==> config.mk <==
export PLATFORM = sky130hd
export DESIGN_NAME = fixed_point_acc_arbiter_flat
export DESIGN_NICKNAME = d
export VERILOG_FILES = /design/src/rtl/fixed_point_acc_arbiter_if.sv /design/src/rtl/fixed_point_acc_arbiter.sv /design/src/flat_wrapper.sv
export SDC_FILE = /design/constraint.sdc
export NUM_CORES = 1
export LEC_CHECK = 0
export CORE_AREA = 2 2 281 283
export CTS_BUF_LIST = sky130_fd_sc_hd__clkbuf_2 sky130_fd_sc_hd__clkbuf_4 sky130_fd_sc_hd__clkbuf_8
export DETAILED_ROUTE_END_ITERATION = 6
export DIE_AREA = 0 0 283 285
export PLACE_DENSITY = 0.49
export SLEW_MARGIN = 20
export SYNTH_ARGS = -nofsm -noshare
export SYNTH_HDL_FRONTEND = slang
export SYNTH_SLANG_ARGS = --single-unit
==> constraint.sdc <==
create_clock -name CLK -period 8.1 [get_ports CLK]
set_input_delay 1.62 -clock CLK [delete_from_list [all_inputs] [get_ports CLK]]
set_output_delay 1.62 -clock CLK [all_outputs]
set_load 0.01 [all_outputs]
==> src/rtl/fixed_point_acc_arbiter_if.sv <==
// Requester and accumulator-side signal bundle for fixed_point_acc_arbiter.
// slave = arbiter view, master = layer control / accumulator environment view.
interface fixed_point_acc_arbiter_if #(
    parameter int NUM_REQ    = 4,
    parameter int WIDTH      = 8,
    parameter int NUM_INPUTS = 16
);
    logic [NUM_REQ-1:0]                  REQ_VALID_IN;
    logic [NUM_REQ*NUM_INPUTS*WIDTH-1:0] REQ_VALUES_IN;
    logic [NUM_REQ*WIDTH-1:0]            REQ_BIAS_IN;
    logic [NUM_REQ-1:0]                  REQ_READY_OUT;
    logic [NUM_REQ-1:0]                  RESP_VALID_OUT;
    logic [WIDTH-1:0]                    RESP_VALUE_OUT;
    logic                                RESP_ERR_OUT;
    logic                                ACC_RSTN_OUT;
    logic [NUM_INPUTS*WIDTH-1:0]         ACC_VALUES_OUT;
    logic [WIDTH-1:0]                    ACC_BIAS_OUT;
    logic                                ACC_VALID_OUT;
    logic [WIDTH-1:0]                    ACC_VALUE_IN;
    logic                                ACC_VALID_IN;

    modport slave (
        input  REQ_VALID_IN, REQ_VALUES_IN, REQ_BIAS_IN, ACC_VALUE_IN, ACC_VALID_IN,
        output REQ_READY_OUT, RESP_VALID_OUT, RESP_VALUE_OUT, RESP_ERR_OUT,
               ACC_RSTN_OUT, ACC_VALUES_OUT, ACC_BIAS_OUT, ACC_VALID_OUT
    );

    modport master (
        output REQ_VALID_IN, REQ_VALUES_IN, REQ_BIAS_IN, ACC_VALUE_IN, ACC_VALID_IN,
        input  REQ_READY_OUT, RESP_VALID_OUT, RESP_VALUE_OUT, RESP_ERR_OUT,
               ACC_RSTN_OUT, ACC_VALUES_OUT, ACC_BIAS_OUT, ACC_VALID_OUT
    );
endinterface

==> src/rtl/fixed_point_acc_arbiter.sv <==
// Round-robin share of one fixed-point accumulator among NUM_REQ requesters; ACC_ARB_TIMEOUT_EN adds a WAIT watchdog.
// Latency: grant -> CLEAR -> ISSUE -> WAIT(accumulator) -> RESP, one request in flight.
// Backpressure: requests hold REQ_VALID_IN until the one-cycle REQ_READY_OUT grant pulse; others wait.
module fixed_point_acc_arbiter #(
    parameter int NUM_REQ    = 4,
    parameter int WIDTH      = 8,
    parameter int FRAC_BITS  = 3,
    parameter int NUM_INPUTS = 16,
    parameter int TIMEOUT    = 64
) (
    input logic                      CLK,
    input logic                      RSTN,
    fixed_point_acc_arbiter_if.slave bus
);
    localparam int IDX_W = (NUM_REQ > 1) ? $clog2(NUM_REQ) : 1;
    localparam int VEC_W = NUM_INPUTS * WIDTH;
    localparam logic [IDX_W-1:0] LAST_IDX  = IDX_W'(NUM_REQ - 1);
    localparam logic [IDX_W:0]   NUM_REQ_X = (IDX_W + 1)'(NUM_REQ);

    if (NUM_REQ < 2 || FRAC_BITS < 0 || FRAC_BITS >= WIDTH || TIMEOUT < 2) begin : g_bad_cfg
        $error("fixed_point_acc_arbiter: illegal parameter set");
    end

    typedef enum logic [2:0] {S_IDLE, S_CLEAR, S_ISSUE, S_WAIT, S_RESP} state_t;

    state_t             state_q, state_d;
    logic [IDX_W-1:0]   ptr_q, ptr_d;
    logic [IDX_W-1:0]   grant_q, grant_d;
    logic [VEC_W-1:0]   values_q, values_d;
    logic [WIDTH-1:0]   bias_q, bias_d;
    logic [WIDTH-1:0]   resp_value_q, resp_value_d;

`ifdef ACC_ARB_TIMEOUT_EN
    localparam int CNT_W = $clog2(TIMEOUT);
    localparam logic [CNT_W-1:0] CNT_LAST = CNT_W'(TIMEOUT - 1);
    logic [CNT_W-1:0]   cnt_q, cnt_d;
    logic               resp_err_q, resp_err_d;
`endif

    logic [2*NUM_REQ-1:0] req_dbl;
    logic [NUM_REQ-1:0]   req_rot;
    logic                 pick_vld;
    logic [IDX_W-1:0]     pick_off;
    logic [IDX_W:0]       pick_sum;
    logic [IDX_W-1:0]     pick_idx;

    // Rotate requests so bit 0 is the pointer; the lowest set bit is the winner's offset.
    always_comb begin
        req_dbl  = {bus.REQ_VALID_IN, bus.REQ_VALID_IN} >> ptr_q;
        req_rot  = req_dbl[NUM_REQ-1:0];
        pick_vld = |req_rot;
        pick_off = '0;
        for (int i = NUM_REQ - 1; i >= 0; i--) begin
            if (req_rot[i]) pick_off = IDX_W'(i);
        end
        pick_sum = {1'b0, ptr_q} + {1'b0, pick_off};
        if (pick_sum >= NUM_REQ_X) pick_sum = pick_sum - NUM_REQ_X;
        pick_idx = pick_sum[IDX_W-1:0];
    end

    always_comb begin
        state_d      = state_q;
        ptr_d        = ptr_q;
        grant_d      = grant_q;
        values_d     = values_q;
        bias_d       = bias_q;
        resp_value_d = resp_value_q;
`ifdef ACC_ARB_TIMEOUT_EN
        cnt_d        = cnt_q;
        resp_err_d   = resp_err_q;
`endif
        case (state_q)
            S_IDLE: begin
                if (pick_vld) begin
                    grant_d = pick_idx;
                    for (int i = 0; i < NUM_REQ; i++) begin
                        if (pick_idx == IDX_W'(i)) begin
                            values_d = bus.REQ_VALUES_IN[i*VEC_W +: VEC_W];
                            bias_d   = bus.REQ_BIAS_IN[i*WIDTH +: WIDTH];
                        end
                    end
                    state_d = S_CLEAR;
                end
            end
            S_CLEAR: state_d = S_ISSUE;
            S_ISSUE: begin
`ifdef ACC_ARB_TIMEOUT_EN
                cnt_d = '0;
`endif
                state_d = S_WAIT;
            end
            S_WAIT: begin
                if (bus.ACC_VALID_IN) begin
                    resp_value_d = bus.ACC_VALUE_IN;
`ifdef ACC_ARB_TIMEOUT_EN
                    resp_err_d   = 1'b0;
`endif
                    state_d      = S_RESP;
                end
`ifdef ACC_ARB_TIMEOUT_EN
                else if (cnt_q == CNT_LAST) begin
                    resp_value_d = '0;
                    resp_err_d   = 1'b1;
                    state_d      = S_RESP;
                end else begin
                    cnt_d = cnt_q + 1'b1;
                end
`endif
            end
            S_RESP: begin
                ptr_d   = (grant_q == LAST_IDX) ? '0 : grant_q + 1'b1;
                state_d = S_IDLE;
            end
            default: state_d = S_IDLE;
        endcase
    end

    always_ff @(posedge CLK) begin
        if (!RSTN) begin
            state_q      <= S_IDLE;
            ptr_q        <= '0;
            grant_q      <= '0;
            values_q     <= '0;
            bias_q       <= '0;
            resp_value_q <= '0;
`ifdef ACC_ARB_TIMEOUT_EN
            cnt_q        <= '0;
            resp_err_q   <= 1'b0;
`endif
        end else begin
            state_q      <= state_d;
            ptr_q        <= ptr_d;
            grant_q      <= grant_d;
            values_q     <= values_d;
            bias_q       <= bias_d;
            resp_value_q <= resp_value_d;
`ifdef ACC_ARB_TIMEOUT_EN
            cnt_q        <= cnt_d;
            resp_err_q   <= resp_err_d;
`endif
        end
    end

    // Pulses are gated by RSTN so an aborted request never produces a grant or response.
    assign bus.REQ_READY_OUT  = (RSTN && state_q == S_IDLE && pick_vld) ? (NUM_REQ'(1) << pick_idx) : '0;
    assign bus.RESP_VALID_OUT = (RSTN && state_q == S_RESP) ? (NUM_REQ'(1) << grant_q) : '0;
    assign bus.RESP_VALUE_OUT = resp_value_q;
    assign bus.ACC_RSTN_OUT   = RSTN && (state_q != S_CLEAR);
    assign bus.ACC_VALID_OUT  = RSTN && (state_q == S_ISSUE);
    assign bus.ACC_VALUES_OUT = values_q;
    assign bus.ACC_BIAS_OUT   = bias_q;
`ifdef ACC_ARB_TIMEOUT_EN
    assign bus.RESP_ERR_OUT   = resp_err_q;
`else
    assign bus.RESP_ERR_OUT   = 1'b0;
`endif
endmodule
==> src/flat_wrapper.sv <==
// flat-port wrapper written by rule: the top's interface ports become plain ports
module fixed_point_acc_arbiter_flat 
#(
    parameter int NUM_REQ    = 4,
    parameter int WIDTH      = 8,
    parameter int FRAC_BITS  = 3,
    parameter int NUM_INPUTS = 16,
    parameter int TIMEOUT    = 64
)
  (CLK, RSTN, bus_REQ_VALID_IN, bus_REQ_VALUES_IN, bus_REQ_BIAS_IN, bus_ACC_VALUE_IN, bus_ACC_VALID_IN, bus_REQ_READY_OUT, bus_RESP_VALID_OUT, bus_RESP_VALUE_OUT, bus_RESP_ERR_OUT, bus_ACC_RSTN_OUT, bus_ACC_VALUES_OUT, bus_ACC_BIAS_OUT, bus_ACC_VALID_OUT);
  fixed_point_acc_arbiter_if #(.NUM_REQ(NUM_REQ), .WIDTH(WIDTH), .NUM_INPUTS(NUM_INPUTS)) bus_i ();
  input logic CLK;
  input logic RSTN;
  input wire logic [$bits(bus_i.REQ_VALID_IN)-1:0] bus_REQ_VALID_IN;
  input wire logic [$bits(bus_i.REQ_VALUES_IN)-1:0] bus_REQ_VALUES_IN;
  input wire logic [$bits(bus_i.REQ_BIAS_IN)-1:0] bus_REQ_BIAS_IN;
  input wire logic [$bits(bus_i.ACC_VALUE_IN)-1:0] bus_ACC_VALUE_IN;
  input wire logic [$bits(bus_i.ACC_VALID_IN)-1:0] bus_ACC_VALID_IN;
  output wire logic [$bits(bus_i.REQ_READY_OUT)-1:0] bus_REQ_READY_OUT;
  output wire logic [$bits(bus_i.RESP_VALID_OUT)-1:0] bus_RESP_VALID_OUT;
  output wire logic [$bits(bus_i.RESP_VALUE_OUT)-1:0] bus_RESP_VALUE_OUT;
  output wire logic [$bits(bus_i.RESP_ERR_OUT)-1:0] bus_RESP_ERR_OUT;
  output wire logic [$bits(bus_i.ACC_RSTN_OUT)-1:0] bus_ACC_RSTN_OUT;
  output wire logic [$bits(bus_i.ACC_VALUES_OUT)-1:0] bus_ACC_VALUES_OUT;
  output wire logic [$bits(bus_i.ACC_BIAS_OUT)-1:0] bus_ACC_BIAS_OUT;
  output wire logic [$bits(bus_i.ACC_VALID_OUT)-1:0] bus_ACC_VALID_OUT;
  assign bus_i.REQ_VALID_IN = bus_REQ_VALID_IN;
  assign bus_i.REQ_VALUES_IN = bus_REQ_VALUES_IN;
  assign bus_i.REQ_BIAS_IN = bus_REQ_BIAS_IN;
  assign bus_i.ACC_VALUE_IN = bus_ACC_VALUE_IN;
  assign bus_i.ACC_VALID_IN = bus_ACC_VALID_IN;
  assign bus_REQ_READY_OUT = bus_i.REQ_READY_OUT;
  assign bus_RESP_VALID_OUT = bus_i.RESP_VALID_OUT;
  assign bus_RESP_VALUE_OUT = bus_i.RESP_VALUE_OUT;
  assign bus_RESP_ERR_OUT = bus_i.RESP_ERR_OUT;
  assign bus_ACC_RSTN_OUT = bus_i.ACC_RSTN_OUT;
  assign bus_ACC_VALUES_OUT = bus_i.ACC_VALUES_OUT;
  assign bus_ACC_BIAS_OUT = bus_i.ACC_BIAS_OUT;
  assign bus_ACC_VALID_OUT = bus_i.ACC_VALID_OUT;
  fixed_point_acc_arbiter #(.NUM_REQ(NUM_REQ), .WIDTH(WIDTH), .FRAC_BITS(FRAC_BITS), .NUM_INPUTS(NUM_INPUTS), .TIMEOUT(TIMEOUT)) u_core (.CLK(CLK), .RSTN(RSTN), .bus(bus_i));
endmodule
==> results.txt <==
- Once detailed placement completed, the half-perimeter wirelength came to 53600 µm.
* Worst-Skew Late Latency: 570 ps
- Layout filler cell count: 8471
- Post-placement worst setup slack: 1780 ps
- For this configuration, the core starts out at a cell density of 20.3%.
- Met2 Use GR: 30.5%
- TritonCTS clock tree: yes
* Chip Height: 285 µm
- Global placer's final weighted congestion: 0.888
- Number of enable-type register cells in the synthesized netlist: 0
- The worst path meets setup with 1780 ps of slack.
- For met1 alone, demand over resource in global routing was 21.3%.
* Min-Delay Path Class: flop to flop
- Between clock sinks in the finished design, the worst skew comes to 22.4 ps.
* Largest cells by area after synthesis: dfxtp_1 19%, nor3_1 17%, nor2_1 13%, a211oi_1 13%, mux2_2 8.8%
- Leaving out fill and tap cells, the most frequent cell in the layout is clkdlybuf4s50_1.
- H-Tree Depth: 4
- Post-route minimum period: 6320 ps
* Buffer levels on the longest clock path: 2
- In this run, synthesis produced a sequential element count of 151.
- Total leakage power: 8.35 nW
* Biggest fanout along the worst timing path: 9
- A synthesized cell averages 6.89 µm².
- The finished layout holds 3834 standard cells, fillers aside.
* DR WL/cell: 19.5 µm
- The final-report max-slew violation count came to 0.
- Antenna Nets Post-Route: 0
- GRT met3 Usage: 5.18%
* Proportion of synthesized chip area in sequential cells: 19.1%
- The floorplan has 103 rows.
* Placed cell area: 0.0235 mm²
* Unrepaired setup endpoints after global routing: no
* Top-Level Pins: 714
- Endpoint arrival time on the critical path: 4700 ps
- Top FF cell, synth: dfxtp_1
- The number of global-route vias before repair came to 17600.
- For this run the aggregate overflow at the end of global routing stands at 0.
* Quantity of hold-fixing buffers added after cts: 0
* Slew at the pin closest to its max-slew limit: 1150 ps
- The total count of hold-check failures in the final report is 0.
- The critical path is of the input pin to primary output type.
- Number of I/O port buffers: 712
- The run finished with clean final reports.
* DRC Markers: 0
* Max Cap Viol: 0
- Setup TNS: 0 ps
* Worst Path Required: 6480 ps
- Count of cells resized by post-cts repair: 0
* Number of distinct library cell variants in the gate-level netlist after synthesis: 39
- Via count: 19000
- The floorplan step defined a core boundary enclosing 0.0780 mm².
- In the layout the commonest cells are 712 x clkdlybuf4s50_1, 555 x nor2_1, 547 x nor3_1.
* Yosys synthesis warning count: 0
- Final worst path period share: 78.0%
- Die area: 0.0807 mm²
- DRT Pass-1 Iters: 6
* Clock root buffer: clkbuf_8
- Maximum number of pins on one net before global-route repair: 245
- Layout net count: 3330
* Number of clock sinks seen by CTS: 151
- Synthesized netlist cell count: 2297
- Proportion of synthesized flip-flops having asynchronous set or reset: 0%
* Number of endpoints failing setup at the final stage: 0
- Top cell type's share of synthesized area: 19.1%
- Post-CTS setup-driven buffer insertion count: 0
- Highest-utilization routing layer at the global route stage: met2
- Cells with a size suffix above 1 make up 6.59% of the layout.
* Avg Vias per Cell: 4.95
* Cell count after placement: 3797
- Core utilization of the finished layout: 30.6%
- The finished cells cover 0.0239 mm².
- The mapped netlist covers 0.0158 mm².
- Synthesized Nets: 2861
- Die outline width: 283 µm
* Synthesis-to-finish area growth: 50.9%
- Detailed Route WL: 74900 µm
* Max_slew headroom: 23.7%
- Clock-pin slew reported for the worst setup and hold paths after clock tree synthesis: 100 ps
- Number of antenna violations at the first check in global routing: 14
* Wire length of the first global-routing pass: 112000 µm
- TritonCTS created 17 clock buffers.
- Overall fraction of global-route tracks in use: 17.7%
* Type of destination of the critical path: primary output
* PwrDens: 125 mW/mm²
* Fmax achieved: 158 MHz
- Startpoint type of the worst setup path: input pin
- Iteration-0 DRC Markers: 1121
- The largest total area in the synthesized netlist belongs to dfxtp_1.
- VDD sags by at most 93.1 µV.
[final timing paths]
check	from	end	slack, ps	cells after the start
max	bus_REQ_VALID_IN[0]	bus_REQ_READY_OUT[2]	1780	8
min	u_core.bus.ACC_VALUES_OUT[17]	u_core.bus.ACC_VALUES_OUT[17]	470	1
max reg2reg	u_core.ptr_q[0]	u_core.bus.ACC_VALUES_OUT[91]	3530	11
min reg2reg	u_core.bus.ACC_VALUES_OUT[17]	u_core.bus.ACC_VALUES_OUT[17]	470	1
[flip-flops by register name (all words and copies together) (netlist names)]
register,count
u_core.grant_q,2
u_core.bus.RESP_VALUE_OUT,8
u_core.state_q,3
u_core.ptr_q,2
u_core.bus.ACC_BIAS_OUT,8
u_core.bus.ACC_VALUES_OUT,128
[logic make-up (layout without fill, tap and decap cells)]
| family | Yosys count | in the layout | synth area share, % |
|---|---|---|---|
| AND/OR/NAND/NOR | 1149 | 1149 | 32.0 |
| AO/OA/AOI/OAI | 432 | 432 | 22.5 |
| buffers and inverters | 284 | 766 | 7.46 |
| multiplexers | 272 | 272 | 18.3 |
| flip-flops | 151 | 151 | 19.1 |
| adder cells (fa/ha/maj) | 5 | 5 | 0.395 |
| XOR/XNOR | 3 | 3 | 0.213 |
| other | 1 | 6 | 0.0237 |
[routing by layer]
metal / routed length [µm] / up-vias
met5: 105 / -
met4: 1400 / 16
met3: 5040 / 70
met2: 36500 / 523
met1: 31900 / 8857
li1: - / 9500
[layout make-up]
class                      instances  area (µm²)  area share [%]
antenna                            5        12.5          0.0524
clock buffer                      18         241            1.01
clock inverter                    14         164           0.686
inverter                           4        15.0          0.0628
multi-input combinational       1862       11700            49.0
sequential                       151        3020            12.7
tap                             1050        1310            5.50
timing repair buffer             730        7410            31.0
[stage by stage]
stage	power [mW]	hold WS, ps
after floorplan	1.61	488
after global placement	2.31	448
after detailed placement	2.30	454
after CTS	3.03	479
after global routing	3.16	489
final	2.98	473
[synthesized netlist by cell type, drive strengths merged (2+ instances only)]
cell type	n
a211oi	272
a21boi	10
a21oi	4
a32o	136
and2	5
and3	4
buf	85
clkbuf	195
dfxtp	151
ha	5
inv	4
mux2	136
mux2i	136
nand2	23
nand2b	5
nor2	556
nor2b	3
nor3	547
o21ai	4
o32ai	2
or4	2
xnor2	2
[critical path, stage by stage]
cell and delay, ps:
clkdlybuf4s50_1 560, or4_1 560, o2111ai_1 150, ha_4 240, xnor2_4 80, xnor2_1 270, nor4_1 570, clkdlybuf4s50_1 650
[report_power, final]
part | total, mW | switching [mW] | internal, mW
sequential | 0.905 | 0.0618 | 0.843
clock | 0.694 | 0.407 | 0.287
combinational | 1.38 | 0.654 | 0.724
Note: power is estimated with default switching activity, not from simulation.
